[config.mk]
export PLATFORM = sky130hd
export DESIGN_NAME = trace_driver_flat
export DESIGN_NICKNAME = d
export VERILOG_FILES = /design/src/rtl/cache_pkg.sv /design/src/rtl/trace_driver_if.sv /design/src/rtl/trace_fifo.sv /design/src/rtl/trace_driver.sv /design/src/flat_wrapper.sv
export SDC_FILE = /design/constraint.sdc
export NUM_CORES = 1
export LEC_CHECK = 0
export CAP_MARGIN = 5
export CORE_MARGIN = 5
export CORE_UTILIZATION = 53
export DETAILED_ROUTE_END_ITERATION = 10
export PLACE_DENSITY = 0.74
export SLEW_MARGIN = 10
export SYNTH_ARGS = -nofsm -noshare
export SYNTH_HDL_FRONTEND = slang
export SYNTH_SLANG_ARGS = --single-unit
[constraint.sdc]
create_clock -name clk -period 27.9 [get_ports clk]
set_clock_uncertainty 0.15 [all_clocks]
set_input_delay 5.58 -clock clk [delete_from_list [all_inputs] [get_ports clk]]
set_output_delay 5.58 -clock clk [all_outputs]
set_load 0.1 [all_outputs]
[src/rtl/cache_pkg.sv]
// Shared constants, FSM encoding and op decode for the trace driver.
package cache_pkg;

    localparam int unsigned DEF_ADDR_W = 48;

    localparam logic [7:0] OP_READ  = 8'h52;
    localparam logic [7:0] OP_WRITE = 8'h57;

    typedef enum logic [1:0] {
        ST_IDLE = 2'd0,
        ST_RUN  = 2'd1,
        ST_DONE = 2'd2
    } state_e;

    // True for the two ops the cache understands.
    function automatic logic op_is_valid(input logic [7:0] op);
        return (op == OP_READ) || (op == OP_WRITE);
    endfunction

endpackage

[src/rtl/trace_driver_if.sv]
// Load (record in) and cache (op out) handshake channels of the trace driver.
interface trace_driver_if #(
    parameter int unsigned ADDR_W = cache_pkg::DEF_ADDR_W
) ();

    logic              load_valid;
    logic              load_ready;
    logic [7:0]        load_op;
    logic [ADDR_W-1:0] load_addr;
    logic              load_last;

    logic              cache_valid;
    logic              cache_ready;
    logic [ADDR_W-1:0] cache_addr;
    logic [7:0]        cache_op;

    // Trace source and cache model side.
    modport master (
        output load_valid, load_op, load_addr, load_last, cache_ready,
        input  load_ready, cache_valid, cache_addr, cache_op
    );

    // Trace driver side.
    modport slave (
        input  load_valid, load_op, load_addr, load_last, cache_ready,
        output load_ready, cache_valid, cache_addr, cache_op
    );

endinterface

[src/rtl/trace_fifo.sv]
// Record buffer: FIFO with wrap-bit pointers, zero head output when empty.
module trace_fifo #(
    parameter int unsigned WIDTH = 56,
    parameter int unsigned DEPTH = 8
) (
    input  logic                     clk,
    input  logic                     reset,
    input  logic                     push,
    input  logic                     pop,
    input  logic [WIDTH-1:0]         din,
    output logic [WIDTH-1:0]         dout,
    output logic                     full,
    output logic                     empty,
    output logic [$clog2(DEPTH):0]   level
);

    localparam int unsigned AW = $clog2(DEPTH);

    logic [WIDTH-1:0] mem_q [DEPTH];
    logic [AW:0]      wr_q;
    logic [AW:0]      rd_q;
    logic             do_push;
    logic             do_pop;

    assign empty   = (wr_q == rd_q);
    assign full    = (wr_q[AW] != rd_q[AW]) && (wr_q[AW-1:0] == rd_q[AW-1:0]);
    assign level   = wr_q - rd_q;
    assign do_push = push && !full;
    assign do_pop  = pop && !empty;
    assign dout    = empty ? '0 : mem_q[rd_q[AW-1:0]];

    // Storage array; contents are don't-care until written.
    always_ff @(posedge clk) begin
        if (do_push) begin
            mem_q[wr_q[AW-1:0]] <= din;
        end
    end

    // Pointer update; the extra MSB separates full from empty.
    always_ff @(posedge clk) begin
        if (reset) begin
            wr_q <= '0;
            rd_q <= '0;
        end else begin
            if (do_push) begin
                wr_q <= wr_q + (AW+1)'(1);
            end
            if (do_pop) begin
                rd_q <= rd_q + (AW+1)'(1);
            end
        end
    end

endmodule

[src/rtl/trace_driver.sv]
// Buffers trace records and replays them to a cache under a start/run/done FSM.
module trace_driver
    import cache_pkg::*;
#(
    parameter int unsigned FIFO_DEPTH = 8,
    parameter int unsigned ADDR_W     = DEF_ADDR_W,
    parameter int unsigned CNT_W      = 12
) (
    input  logic              clk,
    input  logic              reset,
    input  logic              start,
    trace_driver_if.slave     bus,
    output logic [CNT_W-1:0]  ops_read,
    output logic [CNT_W-1:0]  ops_write,
    output logic [CNT_W-1:0]  ops_dropped,
    output logic              busy,
    output logic              done
);

    localparam int unsigned REC_W = 8 + ADDR_W;
    localparam int unsigned LVL_W = $clog2(FIFO_DEPTH) + 1;

    state_e            state_q;
    logic              last_seen_q;
    logic [CNT_W-1:0]  ops_read_q;
    logic [CNT_W-1:0]  ops_write_q;
    logic [CNT_W-1:0]  ops_dropped_q;

    logic              fifo_full;
    logic              fifo_empty;
    logic [LVL_W-1:0]  fifo_level;
    logic [REC_W-1:0]  fifo_dout;
    logic              accept;
    logic              op_ok;
    logic              push;
    logic              pop;
    logic              restart;
    logic              drain_done;

    // Saturating increment for the statistics counters.
    function automatic logic [CNT_W-1:0] sat_inc(input logic [CNT_W-1:0] v);
        return (v == {CNT_W{1'b1}}) ? v : v + CNT_W'(1);
    endfunction

    assign bus.load_ready  = !fifo_full;
    assign accept          = bus.load_valid && !fifo_full;
    assign op_ok           = op_is_valid(bus.load_op);
    assign push            = accept && op_ok;
    assign bus.cache_valid = (state_q == ST_RUN) && !fifo_empty;
    assign pop             = bus.cache_valid && bus.cache_ready;
    assign {bus.cache_op, bus.cache_addr} = fifo_dout;
    assign restart         = (state_q == ST_DONE) && start;
    // Drained: buffer already empty, or the final record leaves this cycle.
    assign drain_done      = last_seen_q && !push &&
                             (fifo_empty || (pop && (fifo_level == LVL_W'(1))));

    assign busy        = (state_q == ST_RUN);
    assign done        = (state_q == ST_DONE);
    assign ops_read    = ops_read_q;
    assign ops_write   = ops_write_q;
    assign ops_dropped = ops_dropped_q;

    trace_fifo #(
        .WIDTH (REC_W),
        .DEPTH (FIFO_DEPTH)
    ) u_fifo (
        .clk   (clk),
        .reset (reset),
        .push  (push),
        .pop   (pop),
        .din   ({bus.load_op, bus.load_addr}),
        .dout  (fifo_dout),
        .full  (fifo_full),
        .empty (fifo_empty),
        .level (fifo_level)
    );

    // Playback FSM, last-record flag and statistics counters.
    always_ff @(posedge clk) begin
        if (reset) begin
            state_q       <= ST_IDLE;
            last_seen_q   <= 1'b0;
            ops_read_q    <= '0;
            ops_write_q   <= '0;
            ops_dropped_q <= '0;
        end else begin
            case (state_q)
                ST_IDLE: if (start)      state_q <= ST_RUN;
                ST_RUN:  if (drain_done) state_q <= ST_DONE;
                ST_DONE: if (start)      state_q <= ST_RUN;
                default:                 state_q <= ST_IDLE;
            endcase

            if (accept && bus.load_last) begin
                last_seen_q <= 1'b1;
            end else if (restart) begin
                last_seen_q <= 1'b0;
            end

            if (accept && !op_ok) begin
                ops_dropped_q <= sat_inc(restart ? CNT_W'(0) : ops_dropped_q);
            end else if (restart) begin
                ops_dropped_q <= '0;
            end

            if (restart) begin
                ops_read_q  <= '0;
                ops_write_q <= '0;
            end else if (pop) begin
                if (bus.cache_op == OP_READ) begin
                    ops_read_q <= sat_inc(ops_read_q);
                end else begin
                    ops_write_q <= sat_inc(ops_write_q);
                end
            end
        end
    end

endmodule

[src/flat_wrapper.sv]
// flat-port wrapper written by rule: the top's interface ports become plain ports
module trace_driver_flat import cache_pkg::*;
#(
    parameter int unsigned FIFO_DEPTH = 8,
    parameter int unsigned ADDR_W     = DEF_ADDR_W,
    parameter int unsigned CNT_W      = 12
)
  (clk, reset, start, ops_read, ops_write, ops_dropped, busy, done, bus_load_valid, bus_load_op, bus_load_addr, bus_load_last, bus_cache_ready, bus_load_ready, bus_cache_valid, bus_cache_addr, bus_cache_op);
  trace_driver_if #(.ADDR_W(ADDR_W)) bus_i ();
  input  logic clk;
  input  logic reset;
  input  logic start;
  output logic [CNT_W-1:0] ops_read;
  output logic [CNT_W-1:0] ops_write;
  output logic [CNT_W-1:0] ops_dropped;
  output logic busy;
  output logic done;
  input wire logic [$bits(bus_i.load_valid)-1:0] bus_load_valid;
  input wire logic [$bits(bus_i.load_op)-1:0] bus_load_op;
  input wire logic [$bits(bus_i.load_addr)-1:0] bus_load_addr;
  input wire logic [$bits(bus_i.load_last)-1:0] bus_load_last;
  input wire logic [$bits(bus_i.cache_ready)-1:0] bus_cache_ready;
  output wire logic [$bits(bus_i.load_ready)-1:0] bus_load_ready;
  output wire logic [$bits(bus_i.cache_valid)-1:0] bus_cache_valid;
  output wire logic [$bits(bus_i.cache_addr)-1:0] bus_cache_addr;
  output wire logic [$bits(bus_i.cache_op)-1:0] bus_cache_op;
  assign bus_i.load_valid = bus_load_valid;
  assign bus_i.load_op = bus_load_op;
  assign bus_i.load_addr = bus_load_addr;
  assign bus_i.load_last = bus_load_last;
  assign bus_i.cache_ready = bus_cache_ready;
  assign bus_load_ready = bus_i.load_ready;
  assign bus_cache_valid = bus_i.cache_valid;
  assign bus_cache_addr = bus_i.cache_addr;
  assign bus_cache_op = bus_i.cache_op;
  trace_driver #(.FIFO_DEPTH(FIFO_DEPTH), .ADDR_W(ADDR_W), .CNT_W(CNT_W)) u_core (.clk(clk), .reset(reset), .start(start), .bus(bus_i), .ops_read(ops_read), .ops_write(ops_write), .ops_dropped(ops_dropped), .busy(busy), .done(done));
endmodule
==> flow_metrics.env, run 1 <==
export IMPL_hpwlAfterDp_mm=22.32
export IMPL_synth_adder_area_share_pct=0.6121
export IMPL_start_util_pct=53.60
export IMPL_grt_usage_pct=19.70
export IMPL_synth_area_leader_cell="edfxtp_1"
export IMPL_die_w_microns=202.4
export IMPL_clk_pin_slew_worst_paths_ns=0.06
export IMPL_rsz0062_at_grt="false"
export IMPL_worst_pin_slew_ns=1.169
export IMPL_fin_tns_setup_ns=0
export IMPL_synth_top_area_share_pct=68.56
export IMPL_die_h_microns=202.4
export IMPL_grt_max_degree=73
export IMPL_yosys_area_share_simple_pct=5.700
export IMPL_yosys_warnings=0
export IMPL_critPathLaunchType="register"
export IMPL_layout_drive_gt1_share_pct=17.15
export IMPL_muxShareOfSynthArea_pct=16.03
export IMPL_grt_pass1_wl_mm=61.95
export IMPL_synth_flop_cell="edfxtp_1"
export IMPL_synth_area_per_cell_sq_um=19.09
export IMPL_postRouteAntennaNets=0
export IMPL_h_tree_depth=2
export IMPL_status="completed"
export IMPL_vias=10140
export IMPL_worstPathRequired_ns=22.17
export IMPL_slew_headroom_pct=20.82
export IMPL_synth_compound_area_share_pct=1.377
export IMPL_antenna_found_initial=3
export IMPL_yosys_top_cells_count="edfxtp_1 (448), mux4_2 (106), nor2_1 (92)"
export IMPL_synth_area_top_cells="edfxtp_1 (69%), mux4_2 (12%), dfxtp_1 (5.1%)"
export IMPL_ir_drop_v=0.00005477
export IMPL_drt_met1_wl_mm=16.92
export IMPL_path_cells="inv_1 -> ha_1 -> nand3_1 -> nor2_4 -> buf_4 -> nor2_1 -> clkdlybuf4s50_1"
export IMPL_routed_wl_met2_mm=20.05
export IMPL_min_period_ns=10.19
export IMPL_cts_resized=0
export IMPL_first_pass_iters=5
export IMPL_grt_pass1_vias=10370
export IMPL_drt_total_wl_mm=40.09
export IMPL_highest_signal_layer="met5"
export IMPL_dieArea_sq_um=40970
export IMPL_hold_viol=0
export IMPL_p_leak_uw=0.007128
export IMPL_drc=0
export IMPL_max_cap_viol_count=0
export IMPL_wl_per_cell_microns=23.44
export IMPL_critPathKind="register to output pin"
export IMPL_n_antenna_cell=0
export IMPL_ys_seq_area_share_pct=73.66
export IMPL_setup_viol=0
export IMPL_async_flop_share_pct=0
export IMPL_ios=158
export IMPL_final_period_utilization_pct=36.51
export IMPL_cts_tree="built"
export IMPL_nNetsFinal=1276
export IMPL_p_total_uw=1493
export IMPL_cp_arrival_ns=4.46
export IMPL_hold_path_class="register to register"
export IMPL_syn_inst=1028
export IMPL_synth_seq_cells=498
export IMPL_cp_max_fo=34
export IMPL_drt_iter0_drc=728
export IMPL_drv_slew=0
export IMPL_yosysMostFrequentCell="edfxtp_1"
export IMPL_cts_max_path_buffers=3
export IMPL_pwr_density_cell_nw_per_um2=64.00
export IMPL_critical_path_top_delay_family="buffers and inverters"
export IMPL_synth_top_family_by_area="multiplexers"
export IMPL_dr_wl_met3_mm=2.290
export IMPL_synthesis_area_sq_um=19620
export IMPL_max_freq_mhz=98.17
export IMPL_rows=70
export IMPL_place_gp_congestion=0.7769
export IMPL_area_delta_synth_final_pct=18.85
export IMPL_fillCellCount=2526
export IMPL_clk_root_buffer_cell="clkbuf_16"
export IMPL_core_sq_um=36610
export IMPL_numPortBuffers=157
export IMPL_hold_ws_ns=0.3459
export IMPL_crit_slowest_cell="clkdlybuf4s50_1"
export IMPL_synth_edf_count=448
export IMPL_ctsHoldBuffers=0
export IMPL_critical_path_buf_inv_count=3
export IMPL_cts_made_buffers=50
export IMPL_cts_setup_buffers=0
export IMPL_yosysUniqueCellTypes=52
export IMPL_cp_slowest_stage_delay_ns=1.01
export IMPL_pre_cts_slack_ns=18.24
export IMPL_via_per_inst=5.929
export IMPL_overflow=0
export IMPL_fin_ws_ns=17.71
export IMPL_syn_num_nets=1099
export IMPL_cts_sinks=498
export IMPL_synth_xor_area_share_pct=1.294
export IMPL_clk_latency_ns=0.58
export IMPL_cp_end_kind="output pin"
## worst paths after layout
| kind | start | to | slack, ns | cells after the start |
|---|---|---|---|---|
| max | u_core.u_fifo.wr_q[0] | bus_cache_addr[19] | 17.71 | 7 |
| min | u_core.ops_dropped[7] | u_core.ops_dropped[7] | 0.35 | 2 |
| max reg2reg | register | u_core.ops_write[1] | 23.70 | 8 |
| min reg2reg | u_core.ops_dropped[7] | u_core.ops_dropped[7] | 0.35 | 2 |
## sequential cells by signal, summed over array words and instances (netlist names), named ones only
name,count
u_core.state_q,2
u_core.u_fifo.rd_q,4
u_core.ops_write,12
u_core.ops_read,12
u_core.last_seen_q,1
u_core.ops_dropped,12
u_core.u_fifo.wr_q,4
u_core.u_fifo.mem_q,448
## per-layer routing
metal  GRT usage (%)  up-vias
met5               0        -
met4           5.383        6
met3           3.706       57
met2           32.42      305
met1           27.54     5273
li1                -     4498
## layout make-up
class | count | area [sq um] | share of cell area, %
Clock buffer | 67 | 1325 | 5.682
Sequential cell | 498 | 14470 | 62.03
Timing Repair Buffer | 174 | 1699 | 7.286
Clock inverter | 22 | 261.5 | 1.121
Inverter | 6 | 22.52 | 0.09657
Multi-Input combinational cell | 475 | 4962 | 21.28
Tap cell | 468 | 585.6 | 2.511
## placed cells by master, fill, tap and decap left out, types with 6 or more instances in the layout
| master | Yosys | routed |
|---|---|---|
| a21oi_1 | 17 | 17 |
| and3_1 | 6 | 6 |
| buf_4 | 0 | 17 |
| clkbuf_1 | 24 | 16 |
| clkbuf_16 | 0 | 50 |
| clkdlybuf4s50_1 | 0 | 157 |
| clkinv_2 | 0 | 6 |
| dfxtp_1 | 50 | 47 |
| edfxtp_1 | 448 | 448 |
| ha_1 | 8 | 8 |
| inv_1 | 6 | 6 |
| mux2i_1 | 60 | 60 |
| mux4_1 | 6 | 6 |
| mux4_2 | 106 | 106 |
| nand2_1 | 24 | 24 |
| nand3_1 | 17 | 17 |
| nand4_1 | 10 | 10 |
| nor2_1 | 92 | 90 |
| nor2b_1 | 7 | 7 |
| nor3_1 | 10 | 7 |
| o21ai_0 | 15 | 15 |
| or3_1 | 13 | 13 |
| xnor2_1 | 11 | 11 |
| xor2_1 | 18 | 18 |
## stage by stage
step | instance area [sq um] | utilization, % | instances
3_3_place_gp | 21730 | 59.37 | 1621
5_1_grt | 23320 | 63.70 | 1710
3_5_place_dp | 21730 | 59.37 | 1621
4_1_cts | 23320 | 63.70 | 1710
2_1_floorplan | 19620 | - | 1028
6_report | 23320 | 63.70 | 1710
## power by group
| part | internal (uW) | switching, uW |
|---|---|---|
| clock | 380 | 271 |
| sequential | 812 | 0.596 |
| combinational | 10.6 | 17.9 |
| total | 1200 | 289 |
## worst reg2reg max path: cells and delay by family, from the launching register on
family                 cells  cell delay (ns)
muxes                      1             0.21
buffers and inverters      1             0.86
and+or+nand+nor            6             2.04
DFF                        1             0.82
## cells by family after synthesis
| family | Yosys count |
|---|---|
| xor gates and xnor gates | 29 |
| AOI/OAI and AO/OA | 46 |
| adders and majority gates | 9 |
| buffers and inverters | 55 |
| DFF | 498 |
| and+or+nand+nor | 219 |
| muxes | 172 |
Power figures use the tool's default switching activity.
==> run 2, diff against run 1 <==
==> constraint.sdc (replaced) <==
create_clock -name clk -period 10.7 [get_ports clk]
set_clock_uncertainty 0.15 [all_clocks]
set_input_delay 2.14 -clock clk [delete_from_list [all_inputs] [get_ports clk]]
set_output_delay 2.14 -clock clk [all_outputs]
set_load 0.1 [all_outputs]
==> flow_metrics.env, run 2 (synthesis gave the netlist of run 1 again) <==
export IMPL_status="completed"
export IMPL_postRouteAntennaNets=0
export IMPL_core_sq_um=36610
export IMPL_grt_usage_pct=19.70
export IMPL_dieArea_sq_um=40970
export IMPL_crit_slowest_cell="clkdlybuf4s50_1"
export IMPL_worst_pin_slew_ns=1.067
export IMPL_drt_iter0_drc=787
export IMPL_path_cells="inv_1 -> ha_1 -> nand3_1 -> nor2_4 -> buf_4 -> nor2_1 -> clkdlybuf4s50_1"
export IMPL_cts_setup_buffers=0
export IMPL_grt_pass1_wl_mm=62.04
export IMPL_setup_viol=0
export IMPL_die_w_microns=202.4
export IMPL_layout_drive_gt1_share_pct=17.52
export IMPL_fin_tns_setup_ns=0
export IMPL_hold_path_class="register to register"
export IMPL_n_antenna_cell=0
export IMPL_cts_max_path_buffers=3
export IMPL_final_common_cell="edfxtp_1"
export IMPL_antenna_found_initial=3
export IMPL_cts_made_buffers=49
export IMPL_nNetsFinal=1275
export IMPL_drt_total_wl_mm=40.04
export IMPL_p_leak_uw=0.007131
export IMPL_cts_resized=0
export IMPL_cp_max_fo=34
export IMPL_p_total_uw=3858
export IMPL_hpwlAfterDp_mm=22.37
export IMPL_wl_per_cell_microns=23.39
export IMPL_cts_tree="built"
export IMPL_cts_sinks=498
export IMPL_ios=158
export IMPL_drc=0
export IMPL_die_h_microns=202.4
export IMPL_start_util_pct=53.60
export IMPL_place_gp_congestion=0.7820
export IMPL_hold_viol=0
export IMPL_largest_register_ffs=448
export IMPL_rows=70
export IMPL_h_tree_depth=2
export IMPL_clk_latency_ns=0.58
export IMPL_rsz0062_at_grt="false"
export IMPL_ctsHoldBuffers=0
export IMPL_vias=9977
export IMPL_grt_max_degree=73
export IMPL_pwr_density_cell_nw_per_um2=165.5
export IMPL_area_delta_synth_final_pct=18.82
export IMPL_worstPathRequired_ns=8.41
export IMPL_clk_pin_slew_worst_paths_ns=0.06
export IMPL_cp_arrival_ns=4.53
export IMPL_critPathLaunchType="register"
export IMPL_max_cap_viol_count=0
export IMPL_clk_root_buffer_cell="clkbuf_16"
export IMPL_ir_drop_v=0.0001193
export IMPL_max_freq_mhz=146.7
export IMPL_critPathKind="register to output pin"
export IMPL_final_period_utilization_pct=63.71
export IMPL_overflow=0
export IMPL_drv_slew=0
export IMPL_grt_pass1_vias=10390
export IMPL_cp_end_kind="output pin"
export IMPL_cp_slowest_stage_delay_ns=1.01
export IMPL_numPortBuffers=157
export IMPL_via_per_inst=5.828
export IMPL_slew_headroom_pct=28.61
export IMPL_final_cell_mix="edfxtp_1 (448), clkdlybuf4s50_1 (157), mux4_2 (106), nor2_1 (90), mux2i_1 (60)"
export IMPL_min_period_ns=6.817
export IMPL_first_pass_iters=4
-- run 2: path summary, 6_finish.rpt --
kind | from | end | slack, ns | cells after the start
setup reg to reg | register | u_core.ops_write[1] | 6.53 | 8
hold reg to reg | u_core.ops_dropped[7] | u_core.ops_dropped[7] | 0.35 | 2
hold / removal | u_core.ops_dropped[7] | u_core.ops_dropped[7] | 0.35 | 2
setup / recovery | u_core.u_fifo.wr_q[0] | bus_cache_addr[19] | 3.88 | 7
-- run 2: per-stage QoR --
step	setup WS [ns]	cell area (sq um)	util (%)	std cells	hold WS (ns)
finish	3.883	23320	63.69	1712	0.3465
global route	3.605	23320	63.69	1712	0.3747
CTS	3.794	23310	63.67	1712	0.3471
detailed placement	4.431	21730	59.37	1621	0.3382
global placement	4.533	21730	59.37	1621	0.3321
floorplan	1.083	19620	-	1028	0.3302
-- run 2: worst max-delay path: cells and delay by family (launching register included) --
| family | cells | cell delay [ns] |
|---|---|---|
| DFF | 1 | 0.55 |
| and+or+nand+nor | 3 | 1.36 |
| adders and majority gates | 1 | 0.34 |
| buffers and inverters | 3 | 1.70 |
-- run 2: routing by layer --
metal / vias to the layer above / wire length [microns] / track usage (%)
li1: 4495 / - / -
met1: 5152 / 17160 / 27.15
met3: 56 / 1946 / 3.674
met5: - / 47 / 0
met4: 6 / 756 / 5.626
met2: 268 / 20120 / 32.77
-- run 2: layout make-up --
| type | instances | area, sq um |
|---|---|---|
| multi-input cells | 475 | 4970 |
| clock inverters | 32 | 280.3 |
| flip-flops and latches | 498 | 14470 |
| inverters | 6 | 22.52 |
| clock buffers | 59 | 1294 |
| well taps | 468 | 585.6 |
| fillers | 2533 | 13290 |
| repair buffers | 174 | 1699 |
-- run 2: power by group --
part / internal [uW] / switching (uW) / total (uW)
clock: 960 / 704 / 1660
sequential: 2120 / 1.52 / 2120
combinational: 27.8 / 46.8 / 74.6
==> run 3, diff against run 2 <==
==> constraint.sdc (replaced) <==
create_clock -name clk -period 6.8 [get_ports clk]
set_clock_uncertainty 0.15 [all_clocks]
set_input_delay 1.36 -clock clk [delete_from_list [all_inputs] [get_ports clk]]
set_output_delay 1.36 -clock clk [all_outputs]
set_load 0.1 [all_outputs]
==> flow_metrics.env, run 3 (synthesis gave the netlist of run 1 again) <==
export IMPL_max_freq_mhz=175.5
export IMPL_max_cap_viol_count=0
export IMPL_ctsHoldBuffers=0
export IMPL_drt_iter0_drc=729
export IMPL_critical_path_buf_inv_count=3
export IMPL_vias=9999
export IMPL_setup_viol=0
export IMPL_antenna_found_initial=3
export IMPL_clk_root_buffer_cell="clkbuf_16"
export IMPL_hold_viol=0
export IMPL_cts_max_path_buffers=3
export IMPL_clk_pin_slew_worst_paths_ns=0.06
export IMPL_p_leak_uw=0.007119
export IMPL_place_inst=1620
export IMPL_worst_pin_slew_ns=1.068
export IMPL_overflow=0
export IMPL_drv_slew=0
export IMPL_cts_resized=0
export IMPL_grt_max_degree=71
export IMPL_hold_path_class="register to register"
export IMPL_cp_arrival_ns=4.19
export IMPL_cts_setup_buffers=0
export IMPL_grt_pass1_vias=10350
export IMPL_core_sq_um=36610
export IMPL_cts_tree="built"
export IMPL_slew_headroom_pct=27.65
export IMPL_clk_latency_ns=0.58
export IMPL_layout_drive_gt1_share_pct=16.69
export IMPL_die_h_microns=202.4
export IMPL_die_w_microns=202.4
export IMPL_wl_per_cell_microns=23.19
export IMPL_grt_usage_pct=19.36
export IMPL_rows=70
export IMPL_postLayoutCoreUtil_pct=63.73
export IMPL_drt_total_wl_mm=39.64
export IMPL_nNetsFinal=1275
export IMPL_final_period_utilization_pct=83.81
export IMPL_via_per_inst=5.851
export IMPL_final_cells=1709
export IMPL_rsz0062_at_grt="false"
export IMPL_worstPathRequired_ns=5.29
export IMPL_cp_max_fo=35
export IMPL_cp_slowest_stage_delay_ns=0.98
export IMPL_start_util_pct=53.60
export IMPL_numPortBuffers=157
export IMPL_placed_area_sq_um=21770
export IMPL_path_cells="inv_1 -> ha_1 -> nand3_1 -> nor2_4 -> buf_4 -> nor2_1 -> clkdlybuf4s50_1"
export IMPL_first_pass_iters=5
export IMPL_cts_made_buffers=50
export IMPL_final_common_cell="edfxtp_1"
export IMPL_fin_area_sq_um=23330
export IMPL_final_cell_mix="edfxtp_1 (448), clkdlybuf4s50_1 (157), mux4_2 (106), nor2_1 (90), mux2i_1 (60)"
export IMPL_grt_busiest_layer="met2"
export IMPL_critPathLaunchType="register"
export IMPL_hold_ws_ns=0.3546
export IMPL_drc=0
export IMPL_p_total_uw=6072
export IMPL_place_gp_congestion=0.7727
export IMPL_h_tree_depth=2
export IMPL_dieArea_sq_um=40970
export IMPL_pwr_density_cell_nw_per_um2=260.2
export IMPL_min_period_ns=5.699
export IMPL_ir_drop_v=0.0002501
export IMPL_postRouteAntennaNets=0
export IMPL_hpwlAfterDp_mm=22.33
export IMPL_ios=158
export IMPL_cts_sinks=498
export IMPL_critical_path_top_delay_family="buffers and inverters"
export IMPL_largest_register_ffs=448
export IMPL_grt_pass1_wl_mm=61.24
export IMPL_use_met2_pct=31.90
export IMPL_crit_slowest_cell="clkdlybuf4s50_1"
export IMPL_cp_end_kind="output pin"
export IMPL_use_met3_pct=4.380
export IMPL_status="completed"
export IMPL_critPathKind="register to output pin"
export IMPL_area_delta_synth_final_pct=18.91
export IMPL_use_met1_pct=27.17
[run 3: worst paths after layout]
kind | startpoint | endpoint | slack (ns) | cells after the start
worst max-delay path | u_core.u_fifo.wr_q[0] | bus_cache_op[4] | 1.10 | 7
worst min register to register | u_core.ops_read[4] | u_core.ops_read[4] | 0.35 | 2
worst max register to register | register | u_core.ops_write[10] | 2.91 | 8
worst min-delay path | u_core.ops_read[4] | u_core.ops_read[4] | 0.35 | 2
[run 3: area by class of cell]
| cell class | instances | area (sq um) |
|---|---|---|
| clock inverter | 25 | 235.2 |
| inverter | 6 | 22.52 |
| timing repair buffer | 173 | 1729 |
| fill | 2560 | 13280 |
| multi-input combinational | 475 | 4971 |
| clock buffer | 63 | 1321 |
| antenna | 1 | 2.502 |
| tap | 468 | 585.6 |
| sequential | 498 | 14470 |
[run 3: routing by layer]
metal	up-vias	wire length, microns	part of all wire (%)
met5	-	21	0.053
met3	47	2191	5.5
met4	4	521	1.3
met1	5209	17170	43
met2	244	19730	50
li1	4495	-	-
[run 3: tightest hold or removal path, cell delays in order (launching register included)]
cell,delay (ns)
dfxtp_1,0.33
o21ai_0,0.07
a21oi_1,0.06
[run 3: metrics by stage]
step	worst slack, ns	setup TNS [ns]
floorplan	-1.543	-187.36
global placement	1.772	0
detailed placement	1.675	0
CTS	1.059	0
global route	0.9047	0
finish	1.101	0
[run 3: report_power, final]
group / switching [uW] / internal (uW)
sequential: 2.47 / 3330
clock: 1100 / 1530
combinational: 73.2 / 43.8
total: 1170 / 4900
